### src/rtl/genclk_multi.sv
// Multi-channel runtime-programmable clock/tick divider off CLK50M; toggle-clock or strobe output per channel.
// Latency: all outputs registered, tc visible one cycle after the edge; no backpressure, divisor writes always accepted.
module genclk_multi #(
   parameter int          NCH     = 4,
   parameter int          CW      = 16,
   parameter int unsigned DIV_RST = 24999,
   localparam int         SW      = (NCH > 1) ? $clog2(NCH) : 1
) (
   input  logic           CLK50M,
   input  logic           RST,
   input  logic [NCH-1:0] EN,
   input  logic [NCH-1:0] MODE,
   input  logic           WR,
   input  logic [SW-1:0]  WSEL,
   input  logic [CW-1:0]  WDATA,
   input  logic           SYNC,
   output logic [NCH-1:0] CLKOUT,
   output logic [NCH-1:0] TICK,
   output logic [NCH-1:0] PEND
);

   for (genvar i = 0; i < NCH; i++) begin : g_ch
      logic [CW-1:0] cnt;
      logic [CW-1:0] diva;
      logic [CW-1:0] shdw;
      logic          clk_q;
      logic          tick_q;
      logic          pend_q;
      logic          tc;
      logic          wr_hit;
      logic          restart;

      // Out-of-range WSEL matches no channel, so such writes fall away.
      assign wr_hit  = WR && (32'(WSEL) == i);
      assign tc      = EN[i] && (cnt == diva);
      assign restart = SYNC || !EN[i] || tc;

      always_ff @(posedge CLK50M or posedge RST) begin
         if (RST) begin
            cnt    <= '0;
            diva   <= CW'(DIV_RST);
            shdw   <= CW'(DIV_RST);
            clk_q  <= 1'b0;
            tick_q <= 1'b0;
            pend_q <= 1'b0;
         end else begin
            if (wr_hit) begin
               shdw <= WDATA;
            end
            // Period boundary: the shadow value from before this edge becomes active,
            // and a write landing on the same edge stays pending for the next boundary.
            if (restart) begin
               cnt    <= '0;
               diva   <= shdw;
               pend_q <= wr_hit;
               tick_q <= tc && !SYNC;
               clk_q  <= (tc && !SYNC) ? (MODE[i] | ~clk_q) : 1'b0;
            end else begin
               cnt    <= cnt + 1'b1;
               pend_q <= pend_q | wr_hit;
               tick_q <= 1'b0;
               clk_q  <= clk_q & ~MODE[i];
            end
         end
      end

      assign CLKOUT[i] = clk_q;
      assign TICK[i]   = tick_q;
      assign PEND[i]   = pend_q;
   end

endmodule

### config.mk
export PLATFORM = sky130hd
export DESIGN_NAME = genclk_multi
export DESIGN_NICKNAME = d
export VERILOG_FILES = /design/src/rtl/genclk_multi.sv
export SDC_FILE = /design/constraint.sdc
export NUM_CORES = 1
export LEC_CHECK = 0
export ABC_AREA = 1
export BUFFER_PORTS_ARGS = -buffer_cell sky130_fd_sc_hd__buf_2
export CAP_MARGIN = 20
export CORE_MARGIN = 1
export CORE_UTILIZATION = 50
export CTS_BUF_LIST = sky130_fd_sc_hd__clkbuf_4
export CTS_CLUSTER_SIZE = 14
export DETAILED_ROUTE_END_ITERATION = 8
export PLACE_DENSITY = 0.65
export SLEW_MARGIN = 10
export SYNTH_ARGS = -nofsm -noshare
export SYNTH_HDL_FRONTEND = slang
export SYNTH_SLANG_ARGS = --single-unit
### constraint.sdc
create_clock -name CLK50M -period 9.3 [get_ports CLK50M]
set_clock_uncertainty 0.05 [all_clocks]
set_input_delay 1.395 -clock CLK50M [delete_from_list [all_inputs] [get_ports CLK50M]]
set_output_delay 1.395 -clock CLK50M [all_outputs]
set_load 0.01 [all_outputs]
Word-level counts from Yosys, hierarchy flattened
Index checks and enable logic that the tools add are counted.
Widths: inputs -> output; s select.
{"block": "totals", "ff_bits": 204, "inputBits": 30, "out_inout_bits": 12, "word_cells": 101}
{"block": "op_classes", "add_sub_neg": 4, "n_eq_ne": 7, "n_mux": 20, "bitwise": 20, "reduce_logical": 26}
{"op": "$add 16x1->16 const B", "count": 4}
{"op": "$eq 16x16->1", "count": 4}
{"op": "$mux 16", "count": 4}
{"op": "$mux 1", "count": 16}
{"op": "$logic_and 1x1->1", "count": 12}
{"op": "$logic_or 1x1->1", "count": 8}
{"op": "$not 1->1", "count": 8}
{"op": "$or 1x1->1", "count": 8}
{"op": "$logic_not 1->1", "count": 5}
{"op": "$and 1x1->1", "count": 4}
{"op": "$eq 2x2->1 const B", "count": 2}
{"op": "$eq 2x1->1 const B", "count": 1}
{"op": "$logic_not 2->1", "count": 1}

Logic depth before layout (Yosys ltp)
Gate-level depths: netlist of run 1.
{"block": "depth", "ltp_word": 5, "ltp_mapped": 12, "ltp_nobuf": 10}

Worst setup path before layout of run 1
No wires, ideal clock.
{"block": "synth_path", "kind": "input to register", "from": "input port SYNC", "to": "register g_ch[0].clk_q", "setup_time_ps": 66, "arrival_time_ps": 2370, "required_ps": 9184, "setup_slack_ps": 6815, "path_stages": 5, "n_path_buf": 2, "path_cell_list": "clkbuf_1 -> nor2_2 -> buf_1 -> nand3_1 -> nand2_1"}
{"block": "synth_between", "elab_chain_cells": 4, "word_cells_on_any_way": 6, "cone_classes": "2 x mux; 4 x reduce/logical"}
{"element": "start, declared", "line_no": "16", "rtl": "input logic SYNC,"}
{"element": "$logic_not 1->1", "line_no": "57", "rtl": "clk_q <= (tc && !SYNC) ? (MODE[i] | ~clk_q) : 1'b0;"}
{"element": "$logic_and 1x1->1", "line_no": "57"}
{"element": "$mux 1", "line_no": "57"}
{"element": "$mux 1 *", "line_no": "52", "rtl": "if (restart) begin"}
{"element": "end signal, assigned", "line_no": "57"}
{"element": "end signal, assigned", "line_no": "62", "rtl": "clk_q <= clk_q & ~MODE[i];"}
{"element": "end, declared", "line_no": "26", "rtl": "logic clk_q;"}
Mark *: on every way between the ends. The rest lies on a longest branch, timed or not.
A chain may end at the register's enable or synchronous reset.

Worst setup path after layout of run 1
{"block": "layout_path", "from": "input port EN[3]", "to": "register g_ch[3].diva[14]"}
{"block": "layout_between", "elab_chain_cells": 3, "word_cells_on_any_way": 4, "cone_classes": "4 x reduce/logical"}
{"element": "start, declared", "line_no": "11", "rtl": "input logic [NCH-1:0] EN,"}
{"element": "$logic_not 1->1", "line_no": "36", "rtl": "assign restart = SYNC || !EN[i] || tc;"}
{"element": "$logic_or 1x1->1", "line_no": "36"}
{"element": "$logic_or 1x1->1 *", "line_no": "36"}
{"element": "end signal, assigned", "line_no": "41", "rtl": "diva <= CW'(DIV_RST);"}
{"element": "end signal, assigned", "line_no": "54", "rtl": "diva <= shdw;"}
{"element": "end, declared", "line_no": "24", "rtl": "logic [CW-1:0] diva;"}
Marked as above.

==> metrics.md, run 1 <==
| Metric | Value |
|---|---|
| WP data arrival | 3.60 ns |
| Post-synth top cells | nand2_1 (446), nor2_1 (175), inv_1 (148), dfrtp_1 (140), nand3_1 (114) |
| FFs w/ async S/R, synth | 1.000 |
| Pwr dens | 193.2 mW/mm^2 |
| Net count, final | 1492 |
| GRT Residual Overflow | 0 |
| Max Cap Violations | 0 |
| Maximum clock rate | 327.1 MHz |
| Count of final setup violators | 0 |
| CTS tree | built |
| Via/cell ratio | 4.939 |
| CORE AREA | 0.02102 mm^2 |
| Area growth, synth to finish | 9.898% |
| Post-Route WL | 24.81 mm |
| P_leak | 5.700 nW |
| First-pass GRT wire length | 41.30 mm |
| Actual slew at the worst max-slew pin | 0.9920 ns |
| Initial antenna violation count | 1 |
| Global-route usage over all layers | 0.2353 |
| Outcome | completed |
| Syn avg cell area | 7.585 um^2 |
| PortBufs | 41 |
| Hold_buf cts | 0 |
| Clock transition at path regs | 0.07 ns |
| Synthesized instance count | 1415 |
| Clock sinks | 204 |
| Crit path required time | 9.84 ns |
| Tmin final | 3.057 ns |
| Clock root buffer | clkbuf_4 |
| RSZ-0062 raised after global routing | false |
| Synth warnings | 0 |
| 1st-iter DRT viols | 434 |
| Worst setup EP type | flip-flop |
| IO Count | 42 |
| Main synth FF type | dfrtp_1 |
| Post-synthesis net count | 1449 |
| Crit Path Class | in2reg |
| Average routed wire per standard cell | 13.95 um |
| Slew Viols, Final | 0 |
| Post-Layout Cell Count | 1779 |
| Die area | 0.02206 mm^2 |
| H-tree Lvls | 2 |
| Post-synth top area cell | dfrtp_1 |
| Antenna-violating nets left | 0 |
| Vias in the first global route | 8257 |
| Drt pass-1 iters | 7 |
| HPWL after detailed placement | 17.26 mm |
| Residual DRC | 0 |
| Worst setup SP type | input port |
| Chip height | 148.5 um |
| VDD IR-drop max | 0.09619 mV |
| Fin. Hold Viols | 0 |
| Routed vias | 8787 |
| Fill cells | 2049 |
| Final TNS setup | 0 ns |
| Multi-input gate area | 0.004621 mm^2 |
| Initial core utilization | 0.5106 |
| Synth top area share | 0.3264 |
| Setup Buffers After CTS | 0 |
| Post-synth EDFFs | 0 |
| Placed Cells | 1675 |
| Resized cells post-CTS | 0 |
| Worst-Skew Late Latency | 0.67 ns |
| Gp weighted congestion | 0.9557 |
| Max FO, Critical Path | 31 |
| Slew headroom | 0.3368 |
| Total CTS buffers | 53 |
| Most frequent cell after synthesis | nand2_1 |
| Pin count of the biggest net entering global routing | 143 |
| Final period util | 0.3287 |
| # rows | 53 |
| Yosys reg bits | 204 |
| Layout cell share with drive strength beyond 1 | 0.1578 |
| Die width | 148.5 um |
| Min-delay worst type | reg2reg |
| Register area share after synthesis | 0.4831 |
| Top cells by area, synth | dfrtp_1 (33%), dfstp_2 (16%), nand2_1 (16%) |
| Synthesized area | 0.01073 mm^2 |
| Clk buf depth | 3 |
| Register area | 0.005185 mm^2 |
| Distinct cells, synth | 36 |
path summary, 6_finish.rpt:
path,to,slack [ns],start,cells after the start
setup / recovery,g_ch[3].diva[14],6.24,EN[3],9
setup reg to reg,g_ch[3].diva[14],6.43,g_ch[3].diva[7],10
max in group asynchronous,g_ch[0].pend_q,6.88,RST,3
hold / removal,g_ch[3].diva[2],0.40,g_ch[3].shdw[2],2
min in group asynchronous,g_ch[3].cnt[13],0.90,RST,2
hold reg to reg,g_ch[3].diva[2],0.40,g_ch[3].shdw[2],2
cell families after synthesis:
logic type | after synthesis | synth area share
and+or+nand+nor | 810 | 0.3162
buffers and inverters | 216 | 0.08638
DFF | 204 | 0.4831
AOI/OAI and AO/OA | 110 | 0.05176
xor gates and xnor gates | 71 | 0.05794
adders and majority gates | 4 | 0.004663
stage by stage:
stage               power, mW  hold WS (ns)    util  setup slack (ns)  instance area [um^2]
finish                  2.279        0.3973  0.5611             6.243                 11800
global route            2.426        0.3941  0.5611             6.018                 11800
CTS                     2.307        0.3900  0.5581             6.035                 11730
detailed placement      1.444        0.3997  0.5222             5.292                 10980
global placement        1.438        0.3985  0.5222             5.344                 10980
floorplan               1.352        0.3919       -             2.394                 10730
registers in the layout, summed over array words and instances (netlist names):
name,flops
g_ch.shdw,64
g_ch.pend_q,4
g_ch.clk_q,4
g_ch.cnt,64
g_ch.tick_q,4
g_ch.diva,64
power by group:
group	switching [mW]	total [mW]	internal, mW
Sequential	0.0864	1.10	1.02
Clock	0.367	0.847	0.480
Combinational	0.200	0.329	0.129
Total	0.653	2.28	1.63
final cells by class:
type	count	area share
Antenna cell	2	0.0004243
Sequential cell	204	0.4396
Clock buffer	95	0.06046
Multi-Input combinational cell	995	0.3917
Timing Repair Buffer	48	0.02482
Tap cell	275	0.02917
Inverter	156	0.05028
Clock inverter	4	0.003501
layout by cell type, fill, tap and decap left out, drive strengths merged:
cell and n:
nand2 458, nor2 181, inv 155, dfrtp 140, nand3 115, o21ai 105, clkbuf 95, dfstp 64
buf 48, xnor2 44, xor2 27, nand4 25, nor3 18, clkinv 4, and3 4, and2 4
ha 4, a21oi 3, nand3b 3, diode 2, nor3b 2, o31ai 1, o211ai 1, bufinv 1
metal layers:
metal,vias up,global-route usage,part of all wire
li1,4535,-,-
met1,4035,0.3325,0.48
met2,177,0.3694,0.46
met3,40,0.03957,0.046
met4,0,0.07216,0.017
met5,-,0,0
critical path, stage by stage:
cell	delay [ns]
buf_2	0.09
inv_1	0.06
a21oi_1	0.13
nand3_1	0.09
nor2_1	0.12
nand3_1	0.51
nand2_1	0.97
nand2_1	0.13
nand2_1	0.10
Note: power is estimated with default switching activity, not from simulation.
==> run 2, diff against run 1 <==
--- a/config.mk
+++ b/config.mk
@@ -13,7 +13,7 @@
 export CTS_BUF_LIST = sky130_fd_sc_hd__clkbuf_4
 export CTS_CLUSTER_SIZE = 14
 export DETAILED_ROUTE_END_ITERATION = 8
-export PLACE_DENSITY = 0.65
+export PLACE_DENSITY = 0.67
 export SLEW_MARGIN = 10
 export SYNTH_ARGS = -nofsm -noshare
 export SYNTH_HDL_FRONTEND = slang
==> constraint.sdc (replaced) <==
create_clock -name CLK50M -period 2.5 [get_ports CLK50M]
set_clock_uncertainty 0.05 [all_clocks]
set_input_delay 0.375 -clock CLK50M [delete_from_list [all_inputs] [get_ports CLK50M]]
set_output_delay 0.375 -clock CLK50M [all_outputs]
set_load 0.01 [all_outputs]
==> metrics.md, run 2 (synthesis results as in run 1) <==
| Metric | Value |
|---|---|
| Drt pass-1 iters | 5 (-2) |
| Die area | 0.02206 mm^2 (unchanged) |
| P_leak | 5.821 nW (+2.1%) |
| Global-route usage over all layers | 0.2430 (+0.007689) |
| Fin. Hold Viols | 0 (unchanged) |
| Crit path required time | 2.98 ns (-6.86 ns) |
| HPWL after detailed placement | 18.31 mm (+6.1%) |
| H-tree Lvls | 2 (unchanged) |
| Commonest cells after routing, fill and taps aside | nand2_1 (446), nor2_1 (175), inv_1 (147) |
| Hold path depth | 3 (+1) |
| Max Cap Violations | 0 (unchanged) |
| Crit Path Class | reg2reg |
| Final period util | 0.8923 |
| Met3 Track Usage GR | 0.04110 (+0.001534) |
| Initial core utilization | 0.5106 (unchanged) |
| RSZ-0062 raised after global routing | false |
| M1 GR Usage | 0.3311 (-0.001345) |
| Routed vias | 8901 (+1.3%) |
| VDD IR-drop max | 0.3677 mV (+280%) |
| CORE AREA | 0.02102 mm^2 (unchanged) |
| Hold_buf cts | 17 (+17) |
| Seq pwr share | 0.487 (+0.003) |
| Die width | 148.5 um (unchanged) |
| Clock sinks | 204 (unchanged) |
| Antenna-violating nets left | 0 (unchanged) |
| First-pass GRT wire length | 42.44 mm (+2.7%) |
| Via/cell ratio | 4.918 (-0.44%) |
| Worst setup EP type | flip-flop |
| Slew Viols, Final | 0 (unchanged) |
| Clock power share | 0.362 (-0.010) |
| Layout cell share with drive strength beyond 1 | 0.1631 (+0.005289) |
| Clock root buffer | clkbuf_4 |
| Worst-Skew Late Latency | 0.67 ns (about the same) |
| Clk buf depth | 3 (unchanged) |
| 1st-iter DRT viols | 489 (+13%) |
| NetSw | 2.454 mW (+280%) |
| Average routed wire per standard cell | 14.23 um (+2.0%) |
| GRT met2 Usage | 0.3864 (+0.01706) |
| Vias in the first global route | 8523 (+3.2%) |
| Post-Route WL | 25.76 mm (+3.8%) |
| Chip height | 148.5 um (unchanged) |
| Outcome | completed |
| Clock transition at path regs | 0.08 ns (about the same) |
| PortBufs | 41 (unchanged) |
| Most common cell after layout, fill and taps aside | nand2_1 |
| GRT Residual Overflow | 0 (unchanged) |
| Min-delay worst type | in2reg |
| Worst setup SP type | flip-flop |
| Slew headroom | 0.4365 (+0.09970) |
| Final hold slack | 0.04660 ns (-0.3507 ns) |
| Count of final setup violators | 0 (unchanged) |
| Switching power share of the total | 0.2924 (+0.005601) |
| FF-to-FF path depth | 11 (+1) |
| Comb pwr share | 0.151 (+0.007) |
| Max FO, Critical Path | 20 (-35%) |
| CTS tree | built |
| Gp weighted congestion | 0.9325 (-2.4%) |
| Total CTS buffers | 53 (unchanged) |
| Power Total | 8.393 mW (+270%) |
| Net count, final | 1524 (+2.1%) |
| Pin count of the biggest net entering global routing | 50 (-65%) |
| IO Count | 42 (unchanged) |
| Initial antenna violation count | 1 (unchanged) |
| # rows | 53 (unchanged) |
| Fill cells | 2008 (-2.0%) |
| Actual slew at the worst max-slew pin | 0.8432 ns (-0.1488 ns) |
| Biggest regs | g_ch.cnt x64, g_ch.diva x64, g_ch.shdw x64 |
| Area growth, synth to finish | 12.17% |
| Residual DRC | 0 (unchanged) |
| GRT Max-Usage Layer | met2 |
| WP data arrival | 2.71 ns (-0.89 ns) |
| Setup Buffers After CTS | 0 (unchanged) |
| Pwr dens | 697.1 mW/mm^2 (+260%) |
| Internal power | 5.939 mW (+270%) |
| Resized cells post-CTS | 0 (unchanged) |
| Maximum clock rate | 448.3 MHz |
| Tmin final | 2.231 ns |
==> run 2: per-stage QoR <==
stage,setup slack (ns),std cells,setup TNS (ns),util,cell area [um^2]
after floorplan,-0.5170,1415,-72.38,-,10740
after global placement,0.5811,1693,0,0.5303,11150
after detailed placement,0.5364,1693,0,0.5303,11150
after CTS,0.2720,1808,0,0.5725,12030
after global routing,0.1260,1810,0,0.5727,12040
final,0.2691,1810,0,0.5727,12040
==> run 2: final timing paths <==
check	startpoint	slack [ns]	to
worst max register to register	g_ch[1].diva[7]	0.27	g_ch[1].clk_q
min in group asynchronous	RST	0.30	g_ch[1].shdw[9]
max in group asynchronous	RST	1.33	g_ch[3].shdw[14]
worst min register to register	g_ch[2].shdw[2]	0.39	g_ch[2].diva[2]
worst max-delay path	g_ch[1].diva[7]	0.27	g_ch[1].clk_q
worst min-delay path	WDATA[8]	0.05	g_ch[2].shdw[8]
==> run 2: metal layers <==
metal	up-vias	share of wire
met5	-	0
met2	162	0.46
met4	0	0.026
li1	4580	-
met1	4110	0.47
met3	49	0.041
==> run 2: worst max-delay path, cell delays in order (launching register included) <==
cell and delay, ns:
dfstp_2 0.57, inv_1 0.05, nand2_1 0.08, o21ai_0 0.09, nor2_1 0.09, nand2_1 0.05
nor2_1 0.10, nand3_1 0.11, buf_4 0.23, nand3_1 0.09, nand2_1 0.05, dlygate4sd3_1 0.56
==> run 2: power groups by stage <==
| stage | Sequential, mW | Combinational (mW) | Clock, mW |
|---|---|---|---|
| after floorplan | 4.04 | 0.987 | 0 |
| after global placement | 4.14 | 1.23 | 0 |
| after detailed placement | 4.14 | 1.25 | 0 |
| after CTS | 4.09 | 1.28 | 3.14 |
| after global routing | 4.14 | 1.46 | 3.30 |
| final | 4.09 | 1.27 | 3.04 |
==> run 2: cell type report <==
| type | instances | area, um^2 | area share |
|---|---|---|---|
| tap | 275 | 344.1 | 0.02858 |
| timing repair buffer | 80 | 578.1 | 0.04802 |
| antenna | 2 | 5.005 | 0.0004157 |
| sequential | 204 | 5185 | 0.4307 |
| clock buffer | 93 | 698.2 | 0.05799 |
| multi-input combinational | 995 | 4621 | 0.3838 |
| inverter | 156 | 589.3 | 0.04895 |
| clock inverter | 5 | 18.77 | 0.001559 |
==> run 3, diff against run 2 <==
==> constraint.sdc (replaced) <==
create_clock -name CLK50M -period 2.5 [get_ports CLK50M]
set_clock_uncertainty 0.05 [all_clocks]
set_input_delay 0 -clock CLK50M [delete_from_list [all_inputs] [get_ports CLK50M]]
set_output_delay 0 -clock CLK50M [all_outputs]
set_load 0.01 [all_outputs]
==> metrics.md, run 3 (synthesis results as in run 1) <==
| Metric | Value |
|---|---|
| Count of final setup violators | 0 (unchanged) |
| Crit-path cells | inv_1, nand2_1, o21ai_0, nor2_1, nand2_1, nor2_1, nand3_1, buf_4, nand3_1, dlygate4sd3_1, nand2_1 |
| WP data arrival | 2.72 ns (about the same) |
| IO Count | 42 (unchanged) |
| Area growth, synth to finish | 13.65% |
| Seq pwr share | 0.491 (+0.004) |
| Drt pass-1 iters | 5 (unchanged) |
| Gp weighted congestion | 0.9288 (-0.40%) |
| Final instance area | 0.01220 mm^2 (+1.3%) |
| Clock root buffer | clkbuf_4 |
| Worst setup SP type | flip-flop |
| Worst hold start | WSEL[1] |
| Met3 wire len | 1.003 mm (-4.8%) |
| Chip height | 148.5 um (unchanged) |
| Placed Area | 0.01114 mm^2 (about the same) |
| Clk buf depth | 3 (unchanged) |
| CP most frequent cell | nand2_1 |
| Final period util | 0.8825 (-0.009844) |
| Residual DRC | 0 (unchanged) |
| Top cell family by delay on the critical path | buffers and inverters |
| P_leak | 5.865 nW (+0.76%) |
| Net count, final | 1537 (+0.85%) |
| Crit-path slowest cell | dfstp_2 |
| Fill cells | 2024 (+0.80%) |
| Min-delay worst type | in2reg |
| First-pass GRT wire length | 43.22 mm (+1.9%) |
| Final hold slack | -0.02437 ns (-0.07097 ns) |
| Worst-Skew Late Latency | 0.67 ns (about the same) |
| Biggest regs | g_ch.cnt x64, g_ch.diva x64, g_ch.shdw x64 |
| PortBufs | 41 (unchanged) |
| Outcome | finished with violations |
| Slew headroom | 0.3268 (-0.1097) |
| Pwr dens | 682.9 mW/mm^2 (-2.0%) |
| Initial antenna violation count | 1 (unchanged) |
| Routed vias | 9078 (+2.0%) |
| RR Startpoint | g_ch[1].diva[7] |
| Tmin final | 2.206 ns (-0.02461 ns) |
| DR WL met2 | 12.07 mm (+1.6%) |
| WL met1 | 12.15 mm (about the same) |
| Vias in the first global route | 8796 (+3.2%) |
| Pin count of the biggest net entering global routing | 44 (-12%) |
| Maximum clock rate | 453.3 MHz (+1.1%) |
| Top layer in use | met4 |
| Power Total | 8.330 mW (-0.74%) |
| Max FO, Critical Path | 20 (unchanged) |
| Crit path buffers/inverters | 3 (unchanged) |
| Crit Path Class | reg2reg |
| Comb pwr share | 0.155 (+0.004) |
| Die area | 0.02206 mm^2 (unchanged) |
| Max Cap Violations | 0 (unchanged) |
| Clock power share | 0.354 (-0.008) |
| Clock transition at path regs | 0.07 ns (about the same) |
| Layout cell share with drive strength beyond 1 | 0.1616 (-0.001476) |
| Worst Setup SP | g_ch[1].diva[7] |
| Slew Viols, Final | 0 (unchanged) |
| H-tree Lvls | 2 (unchanged) |
| GRT Residual Overflow | 0 (unchanged) |
| Crit path required time | 3.02 ns (+0.04 ns) |
| VDD IR-drop max | 0.3831 mV (+4.2%) |
| Fin. Hold Viols | 2 (+2) |
| Failing checks | negative hold slack |
| Initial core utilization | 0.5106 (unchanged) |
| CTS tree | built |
| Most common cell after layout, fill and taps aside | nand2_1 |
| Total CTS buffers | 53 (unchanged) |
| Post-Route WL | 25.84 mm (+0.32%) |
| Actual slew at the worst max-slew pin | 1.007 ns (+0.1638 ns) |
| Max incr delay on CP | 0.56 ns (about the same) |
| Antenna-violating nets left | 0 (unchanged) |
| Die width | 148.5 um (unchanged) |
| Global-route usage over all layers | 0.2477 (+0.004685) |
| NetSw | 2.451 mW (about the same) |
| 1st-iter DRT viols | 542 (+11%) |
| RSZ-0062 raised after global routing | false |
| Average routed wire per standard cell | 14.17 um (-0.40%) |
| # rows | 53 (unchanged) |
| CORE AREA | 0.02102 mm^2 (unchanged) |
| Internal power | 5.879 mW (-1.0%) |
| Switching power share of the total | 0.2943 (+0.001916) |
| Clock sinks | 204 (unchanged) |
| Via/cell ratio | 4.980 (+1.3%) |
| HPWL after detailed placement | 18.20 mm (-0.61%) |
| Commonest cells after routing, fill and taps aside | nand2_1 (446), nor2_1 (174), inv_1 (146) |
| Worst setup EP type | flip-flop |
[run 3: final cells by class]
type / instances / area [um^2] / area share
Antenna cell: 1 / 2.502 / 0.0002052
Clock buffer: 87 / 653.1 / 0.05354
Clock inverter: 12 / 46.29 / 0.003795
Inverter: 156 / 589.3 / 0.04831
Multi-Input combinational cell: 995 / 4646 / 0.3809
Sequential cell: 204 / 5186 / 0.4252
Tap cell: 275 / 344.1 / 0.02821
Timing Repair Buffer: 93 / 730.7 / 0.05990
[run 3: metal layers]
| layer | GRT usage | up-vias |
|---|---|---|
| met5 | 0 | - |
| met2 | 0.3991 | 159 |
| met4 | 0.09485 | 0 |
| met1 | 0.3345 | 4262 |
| met3 | 0.04110 | 48 |
| li1 | - | 4609 |
[run 3: stage by stage]
step | hold slack (ns) | worst slack, ns | utilization | TNS, ns | instances
3_5_place_dp | 0.08671 | 0.5387 | 0.5298 | 0 | 1690
3_3_place_gp | 0.08755 | 0.5850 | 0.5298 | 0 | 1690
5_1_grt | 0.008437 | 0.03180 | 0.5803 | 0 | 1823
2_1_floorplan | 0.09410 | -0.1420 | - | -19.88 | 1415
6_report | -0.02437 | 0.2938 | 0.5803 | 0 | 1823
4_1_cts | 0.04578 | 0.07068 | 0.5778 | 0 | 1820
[run 3: power groups by stage]
stage                     clock, mW  sequential, mW  combinational (mW)
after CTS                      3.06            4.09                1.29
after global routing           3.22            4.14                1.50
after detailed placement          0            4.14                1.25
final                          2.94            4.09                1.29
after floorplan                   0            4.04               0.987
after global placement            0            4.14                1.23
[run 3: path summary, 6_finish.rpt]
kind | endpoint | slack [ns] | depth (start not counted)
max reg2reg | g_ch[1].clk_q | 0.29 | 11
min | g_ch[1].pend_q | -0.02 | 4
max in group asynchronous | g_ch[3].diva[13] | 1.08 | 5
min reg2reg | g_ch[1].diva[1] | 0.37 | 2
min in group asynchronous | g_ch[3].shdw[11] | 0.54 | 4
max | g_ch[1].clk_q | 0.29 | 11
[run 3: worst min-delay path, cell delays in order]
cell and delay [ns]:
buf_2 0.10, inv_1 0.05, nand3_1 0.41, nand2_1 0.10
[run 3: timing repair]
item / CTS / global route
endpoints found under the hold margin: 306 / 2
setup buffers: 0 / 1
hold buffers: 31 / 1
gates resized for setup: 0 / 6
setup endpoints to repair: 0 / 1
